`src/rtl/xor_acc_sched.sv`:
```
// xor_acc_sched: round-robin sequencer that XOR-folds packet-buffer words for one thread job at a time
module xor_acc_sched #(
    parameter int NREQ = 4,
    parameter int DW   = 64,
    parameter int AW   = 8,
    parameter int LENW = 8
) (
    input  logic                 clk,
    input  logic                 rst_n,
    input  logic [NREQ-1:0]      req,
    input  logic [NREQ*AW-1:0]   req_addr,
    input  logic [NREQ*LENW-1:0] req_len,
    output logic [NREQ-1:0]      gnt,
    output logic [NREQ-1:0]      done,
    output logic [DW-1:0]        result,
    output logic                 busy,
    output logic                 mem_rd_en,
    output logic [AW-1:0]        mem_rd_addr,
    input  logic [DW-1:0]        mem_rd_data
);
    localparam int IW = NREQ > 1 ? $clog2(NREQ) : 1;
    typedef enum logic [1:0] {IDLE, RUN, DRAIN, DONE} state_t;
    state_t state, state_nx;
    logic [IW-1:0] rr_ptr, sel, idx, gidx;
    logic found;
    logic [LENW-1:0] left, sel_len;
    logic [AW-1:0] addr, sel_addr;
    logic [DW-1:0] acc;
    logic rd_q;
    // scan downward so the requester closest to rr_ptr is the last one written
    always_comb begin
        sel = '0;
        idx = '0;
        found = 1'b0;
        for (int k = NREQ - 1; k >= 0; k--) begin
            idx = IW'((int'(rr_ptr) + k) % NREQ);
            if (req[idx]) begin
                sel = idx;
                found = 1'b1;
            end
        end
    end
    assign sel_len = req_len[sel*LENW +: LENW];
    assign sel_addr = req_addr[sel*AW +: AW];
    always_comb begin
        state_nx = state;
        case (state)
            IDLE:    state_nx = found ? (sel_len == '0 ? DONE : RUN) : IDLE;
            RUN:     state_nx = left == LENW'(1) ? DRAIN : RUN;
            DRAIN:   state_nx = DONE;
            default: state_nx = IDLE;
        endcase
    end
    always_ff @(posedge clk) begin
        if (!rst_n) state <= IDLE;
        else state <= state_nx;
    end
    always_ff @(posedge clk) begin
        if (!rst_n) begin
            gnt <= '0;
            result <= '0;
            addr <= '0;
            left <= '0;
            acc <= '0;
            rd_q <= 1'b0;
            rr_ptr <= '0;
            gidx <= '0;
        end else begin
            rd_q <= mem_rd_en;
            if (rd_q) acc <= acc ^ mem_rd_data;
            case (state)
                IDLE: if (found) begin
                    gnt <= NREQ'(1) << sel;
                    gidx <= sel;
                    addr <= sel_addr;
                    left <= sel_len;
                    acc <= '0;
                    if (sel_len == '0) result <= '0;
                end
                RUN: begin
                    addr <= addr + AW'(1);
                    left <= left - LENW'(1);
                end
                // last word arrives during DRAIN, so result is ready alongside done
                DRAIN: result <= acc ^ mem_rd_data;
                default: begin
                    gnt <= '0;
                    rr_ptr <= IW'((int'(gidx) + 1) % NREQ);
                end
            endcase
        end
    end
    assign busy = state != IDLE;
    assign mem_rd_en = state == RUN;
    assign mem_rd_addr = addr;
    assign done = state == DONE ? gnt : '0;
endmodule

```
`config.mk`:
```
export PLATFORM = sky130hd
export DESIGN_NAME = xor_acc_sched
export DESIGN_NICKNAME = d
export VERILOG_FILES = /design/src/rtl/xor_acc_sched.sv
export SDC_FILE = /design/constraint.sdc
export NUM_CORES = 1
export LEC_CHECK = 0
export ABC_AREA = 0
export BUFFER_PORTS_ARGS = -buffer_cell sky130_fd_sc_hd__buf_4
export CORE_AREA = 2 2 157 98
export CTS_CLUSTER_DIAMETER = 120
export CTS_CLUSTER_SIZE = 25
export DETAILED_ROUTE_END_ITERATION = 7
export DIE_AREA = 0 0 159 100
export GPL_TIMING_DRIVEN = 0
export PLACE_DENSITY_LB_ADDON = 0.2
export SETUP_SLACK_MARGIN = 0.15
export SKIP_CTS_REPAIR_TIMING = 1
export SLEW_MARGIN = 25
export SYNTH_ARGS = -nofsm -noshare
export SYNTH_HDL_FRONTEND = slang
export SYNTH_SLANG_ARGS = --single-unit
export TNS_END_PERCENT = 10
```
`constraint.sdc`:
```
create_clock -name clk -period 6.95 [get_ports clk]
set_input_delay 0.3475 -clock clk [delete_from_list [all_inputs] [get_ports clk]]
set_output_delay 0.3475 -clock clk [all_outputs]
set_load 0.01 [all_outputs]
```
# Word-level counts from Yosys, hierarchy flattened

Index checks and enable logic that the tools add are counted.

$add $sub $neg: 6
$mul: 0
Div/mod/pow operators: 0
Order comparisons: 4
Equal/unequal tests: 6
Shift operators: 3
Muxes and demuxes: 33
Bitwise logic cells: 2
Reductions and logical operators: 11

Operator list:

| operator            | number |
|---|---|
| $mux 64             | 5 |
| $pmux 64 s2         | 1 |
| $shiftx 32x6->8     | 2 |
| $xor 64x64->64      | 1 |
| $pmux 8 s2          | 2 |
| $mux 8              | 2 |
| $mux 2              | 7 |
| $lt 2x3->1 const B  | 4 |
| $add 8x1->8 const B | 1 |
| $bmux 1 s2          | 4 |
| $eq 8x1->1 const B  | 1 |
| $logic_not 8->1     | 1 |
| $mux 1              | 8 |
| $mux 4              | 2 |
| $pmux 4 s2          | 1 |
| $sub 8x1->8 const B | 1 |
| $pmux 2 s3          | 1 |
| $reduce_and 2->1    | 3 |
| $reduce_bool 2->1   | 3 |
| $add 2x1->2 const B | 2 |
| $add 2x2->2 const B | 2 |
| $eq 2x2->1 const B  | 2 |
| $ne 2x2->1 const B  | 2 |
| $shl 1x2->4 const A | 1 |
| other kinds (6)     | 6 |

Register bits after elaboration: 155
Latch bits: 0
RAM bits: 0
Bits in read-only memories: 0
Input port bits: 134
Output and inout port bits: 82
Logic and storage cells: 74
Memories kept: 0

# Longest topological paths before layout

Word-level depth: 12
Gate-level depth with buffers: 11
Depth with buffers taken out: 8

# Least setup slack after synthesis

OpenSTA, ideal clock, no wires.

Path type: register to register
Start: register rr_ptr[1]
End: register result[10]
Setup time: 118 ps
Arrival: 2148 ps
Data required time: 6832 ps
Setup slack: 4684 ps
Stages on the path, launching flop included: 12
Buffers on the path: 4
Clock period less this slack: 2266 ps
Path through: dfxtp_1 > buf_2 > nand2_1 > a221o_1 > buf_6 > and3_1 > a211oi_1 > a2bb2oi_2 > a41oi_2 > buf_6 > buf_12 > mux2i_1

Word-level cells in the longest chain between the ends: 11
Elaborated cells between the ends (all ways): 24
Those cells by class: add/sub (3); eq/ne (2); shift (1); mux (16); reduce/logical (2)

RTL lines:

| element                      | RTL line | RTL |
|---|---|---|
| start: declaration           | 24       | `logic [IW-1:0] rr_ptr, sel, idx, gidx;` |
| start signal: assignment     | 88       | `rr_ptr <= IW'((int'(gidx) + 1) % NREQ);` |
| $add 2x2->2                  | 36       | `idx = IW'((int'(rr_ptr) + k) % NREQ);` |
| $bmux 1 s2                   | 37       | `if (req[idx]) begin` |
| $mux 1 (implied by the code) | 37       |  |
| $mux 2 (4 in series)         | 37       |  |
| $shiftx 32x6->8              | 43       | `assign sel_len = req_len[sel*LENW +: LENW];` |
| $logic_not 8->1              | 78       | `if (sel_len == '0) result <= '0;` |
| $ne 2x2->1 (no line)         | -        |  |
| $reduce_and 3->1 (no line) * | -        |  |
| end signal: assignment       | 85       | `DRAIN: result <= acc ^ mem_rd_data;` |
| end: declaration             | 15       | `output logic [DW-1:0] result,` |

Every way passes the cells marked *; elsewhere a longest branch is shown, timed or not. The select of a mux whose other input is x is not followed.
A chain may end at the register's enable or synchronous reset.

# Worst setup path in the final report

Start: register rr_ptr[1]
End: register addr[4], in the netlist mem_rd_addr[4]

Word-level cells in the longest chain between the ends: 10
Elaborated cells between the ends (all ways): 24
Those cells by class: add/sub (3); eq/ne (1); shift (1); mux (18); reduce/logical (1)

RTL lines:

| element                      | RTL line | RTL |
|---|---|---|
| $add 2x2->2                  | 36       |  |
| $bmux 1 s2                   | 37       |  |
| $mux 1 (implied by the code) | 37       |  |
| $mux 2 (4 in series)         | 37       |  |
| $shiftx 32x6->8              | 44       | `assign sel_addr = req_addr[sel*AW +: AW];` |
| $mux 8                       | 72       | `IDLE: if (found) begin` |
| $pmux 8 s2                   | 71       | `case (state)` |
| end signal: assignment       | 75       | `addr <= sel_addr;` |
| end signal: assignment       | 81       | `addr <= addr + AW'(1);` |
| end: declaration             | 27       | `logic [AW-1:0] addr, sel_addr;` |

Several ways; a longest one is shown, not always the timed one. The select of a mux whose other input is x is not followed.

==> results.py <==
metrics = {
    "die": {
        "fp.dieH_um": 100,
        "start_util_pct": 52.9,
        "fp-row-count": 35,
        "die_x_um": 159,
        "io_pins": 216,
        "fp.coreArea_sq_mm": 0.0147,
        "fp.dieArea_sq_mm": 0.0159,
    },
    "critical_path": {
        "crit_required_ns": 7.29,
        "worstSetupPathType": "reg2reg",
        "critPathArrivalTime_ns": 3.48,
        "cp_max_fo": 10,
        "start_kind": "flip-flop",
        "crit_path_end_kind": "flip-flop",
    },
    "route": {
        "vias": 7099,
        "routed.top_layer": "met4",
        "first_iter_violations": 486,
        "drcViolationCount": 0,
        "wl_met2_um": 8980,
        "wl_um": 21500,
        "wl_per_cell_um": 15.7,
        "via_per_inst": 5.19,
        "dr_wl_met3_um": 1780,
        "wl_met1_um": 10300,
        "drtPass1Iterations": 5,
        "antenna_left": 0,
    },
    "clocking": {
        "cts_tree": "done",
        "ctsHtreeMaxLevel": 4,
        "clkSinkCount": 155,
        "root_buffer": "clkbuf_16",
        "cts_buffers": 17,
        "clock_latency_ns": 0.41,
        "cts.clk_slew.worst_paths_ns": 0.07,
        "clock_path_buffers": 2,
    },
    "synth": {
        "synthTopCellsByArea": "dfxtp_1 40%, xor2_1 14%, nand2_1 11%",
        "netlist_top_cells_count": "221 x nand2_1, 155 x dfxtp_1, 128 x xor2_1",
        "synth_compound_area_share_pct": 9.63,
        "yosys.cell_types.count": 53,
        "synth_edf_count": 0,
        "async_flop_share_pct": 0,
        "synth-xor-area-share_pct": 14.5,
        "ys_seq_area_share_pct": 39.9,
        "synth_top_cell_by_area": "dfxtp_1",
        "ys_warn_count": 0,
        "netlist_instances": 918,
        "synth_top_area_share_pct": 39.9,
        "netlist_area_sq_mm": 0.00778,
        "synth_top_family_by_area": "simple AND/OR/NAND/NOR gates",
        "synth_mux_area_share_pct": 8.49,
        "ys.flop_type": "dfxtp_1",
        "synth-seq-cells": 155,
        "syn_nets": 1060,
        "synth-simple-area-share_pct": 21.4,
        "synth_area_per_cell_sq_um": 8.47,
        "yosysMostFrequentCell": "nand2_1",
        "synth_fa_ha_area_share_pct": 1.29,
    },
    "pwr": {
        "powerDensity_mw_per_mm2": 219,
        "ir_drop_v": 0.000141,
        "total_power_mw": 2.23,
        "leakage_nw": 4.77,
    },
    "cells_and_area": {
        "fin_nets": 1294,
        "area_growth_pct": 31.3,
        "antenna_cells": 0,
        "drive_gt1_share_pct": 23.3,
        "instances_no_fill": 1368,
        "final_area_sq_mm": 0.0102,
    },
    "sta": {
        "rsz0062_at_grt": "no",
        "worst_slew_pin_slew_ns": 0.963,
        "tns_ns": 0,
        "post-route-min-period_ns": 3.15,
        "finalHoldViolations": 0,
        "skew_ns": 0.0124,
        "fmax_mhz": 318,
        "slew_headroom_pct": 35.8,
        "final-setup-viol-count": 0,
        "fin_crit_sh_pct": 45.3,
        "slew_violations": 0,
    },
    "run": {
        "cap_viol_max_count": 0,
    },
    "place": {
        "routabilityCongestion": 0.960,
        "dp_cells": 1336,
        "io_buffers": 215,
        "placed_cell_area_sq_mm": 0.00965,
        "dp_hpwl_um": 16200,
    },
    "grt": {
        "grt_pass1_vias": 6774,
        "grt_first_pass_wirelength_um": 34100,
        "antenna_found_initial": 0,
        "grt_usage_pct": 26.7,
        "grt_max_degree": 17,
        "grt_overflow": 0,
    },
    "worst_hold_path": {
        "min_path_type": "in2reg",
    },
    "run_status": {
        "status": "completed",
    },
}
[report_power, final]
| part | switching (mW) | internal (mW) | total [mW] |
|---|---|---|---|
| logic | 0.220 | 0.170 | 0.390 |
| clock network | 0.404 | 0.484 | 0.888 |
| registers | 0.0332 | 0.921 | 0.954 |
[path summary, 6_finish.rpt]
check	startpoint	to	slack [ns]	cells past startpoint
max reg2reg	rr_ptr[1]	mem_rd_addr[4]	3.80	10
min	mem_rd_data[6]	result[6]	0.23	4
min reg2reg	result[61]	result[61]	0.46	2
max	rr_ptr[1]	mem_rd_addr[4]	3.80	10
[layer usage]
| layer | vias up | global-route usage (%) |
|---|---|---|
| li1 | 3513 | - |
| met1 | 3308 | 37.8 |
| met2 | 251 | 40.2 |
| met3 | 27 | 6.69 |
| met4 | 0 | 8.18 |
| met5 | - | 0 |
[worst max-delay path, stage by stage (launching register included)]
cell	delay, ns
dfxtp_1	0.31
buf_2	0.17
nand2_1	0.08
a221o_1	0.44
nand2_1	0.19
buf_4	0.21
clkbuf_1	0.51
nand2_1	0.12
a311oi_1	0.62
o21ai_0	0.21
a21boi_0	0.19
[stage by stage]
step                utilization, %  worst slack (ns)  hold WS [ns]
detailed placement            65.6              3.90         0.452
finish                        69.4              3.80         0.231
floorplan                        -              4.68         0.457
CTS                           69.4              3.95         0.218
global placement              65.6              3.95         0.446
global route                  69.4              3.77         0.229
[placed cells by master, fill, tap and decap left out, types with 3 or more instances in the layout]
master,synthesis,layout
a211oi_1,19,19
a21boi_0,10,10
a21oi_1,10,10
a311oi_1,8,8
a31oi_1,5,5
a32oi_1,4,4
and2_1,8,8
and3_1,14,14
and3_2,7,7
buf_1,3,3
buf_12,6,6
buf_4,3,218
clkbuf_1,42,43
clkbuf_16,0,17
clkinv_4,0,4
dfxtp_1,155,155
ha_1,8,8
inv_1,9,9
inv_6,0,4
inv_8,0,4
mux2i_1,66,66
nand2_1,221,221
nand2b_1,6,6
nand3_1,18,18
nor2_1,82,82
nor2b_1,8,8
nor3_1,9,9
nor3b_1,4,4
nor4_1,3,3
o21ai_0,28,28
xor2_1,128,128
[flip-flops by register name, summed over array words and instances (netlist names)]
name and cells:
rr_ptr 2, state 2, rd_q 1, mem_rd_addr 8, left 8, gnt 4
acc 64, gidx 2, result 64
[cell type report]
type | count | area [sq um]
Timing Repair Buffer | 215 | 1610
Multi-Input combinational cell | 697 | 4300
Inverter | 9 | 33.8
Buffer | 57 | 339
Clock buffer | 19 | 443
Fill cell | 1221 | 4500
Sequential cell | 155 | 3100
Clock inverter | 13 | 123
Tap cell | 203 | 254
[cells by family (layout without fill, tap and decap cells)]
group | count (synthesis) | in the layout
compound gates | 106 | 106
xor+xnor | 129 | 129
fa+ha+maj | 8 | 8
buf+inv | 66 | 313
flops | 155 | 155
mux | 66 | 66
simple gates | 388 | 388
No activity file was read; power rests on OpenSTA's default activity.
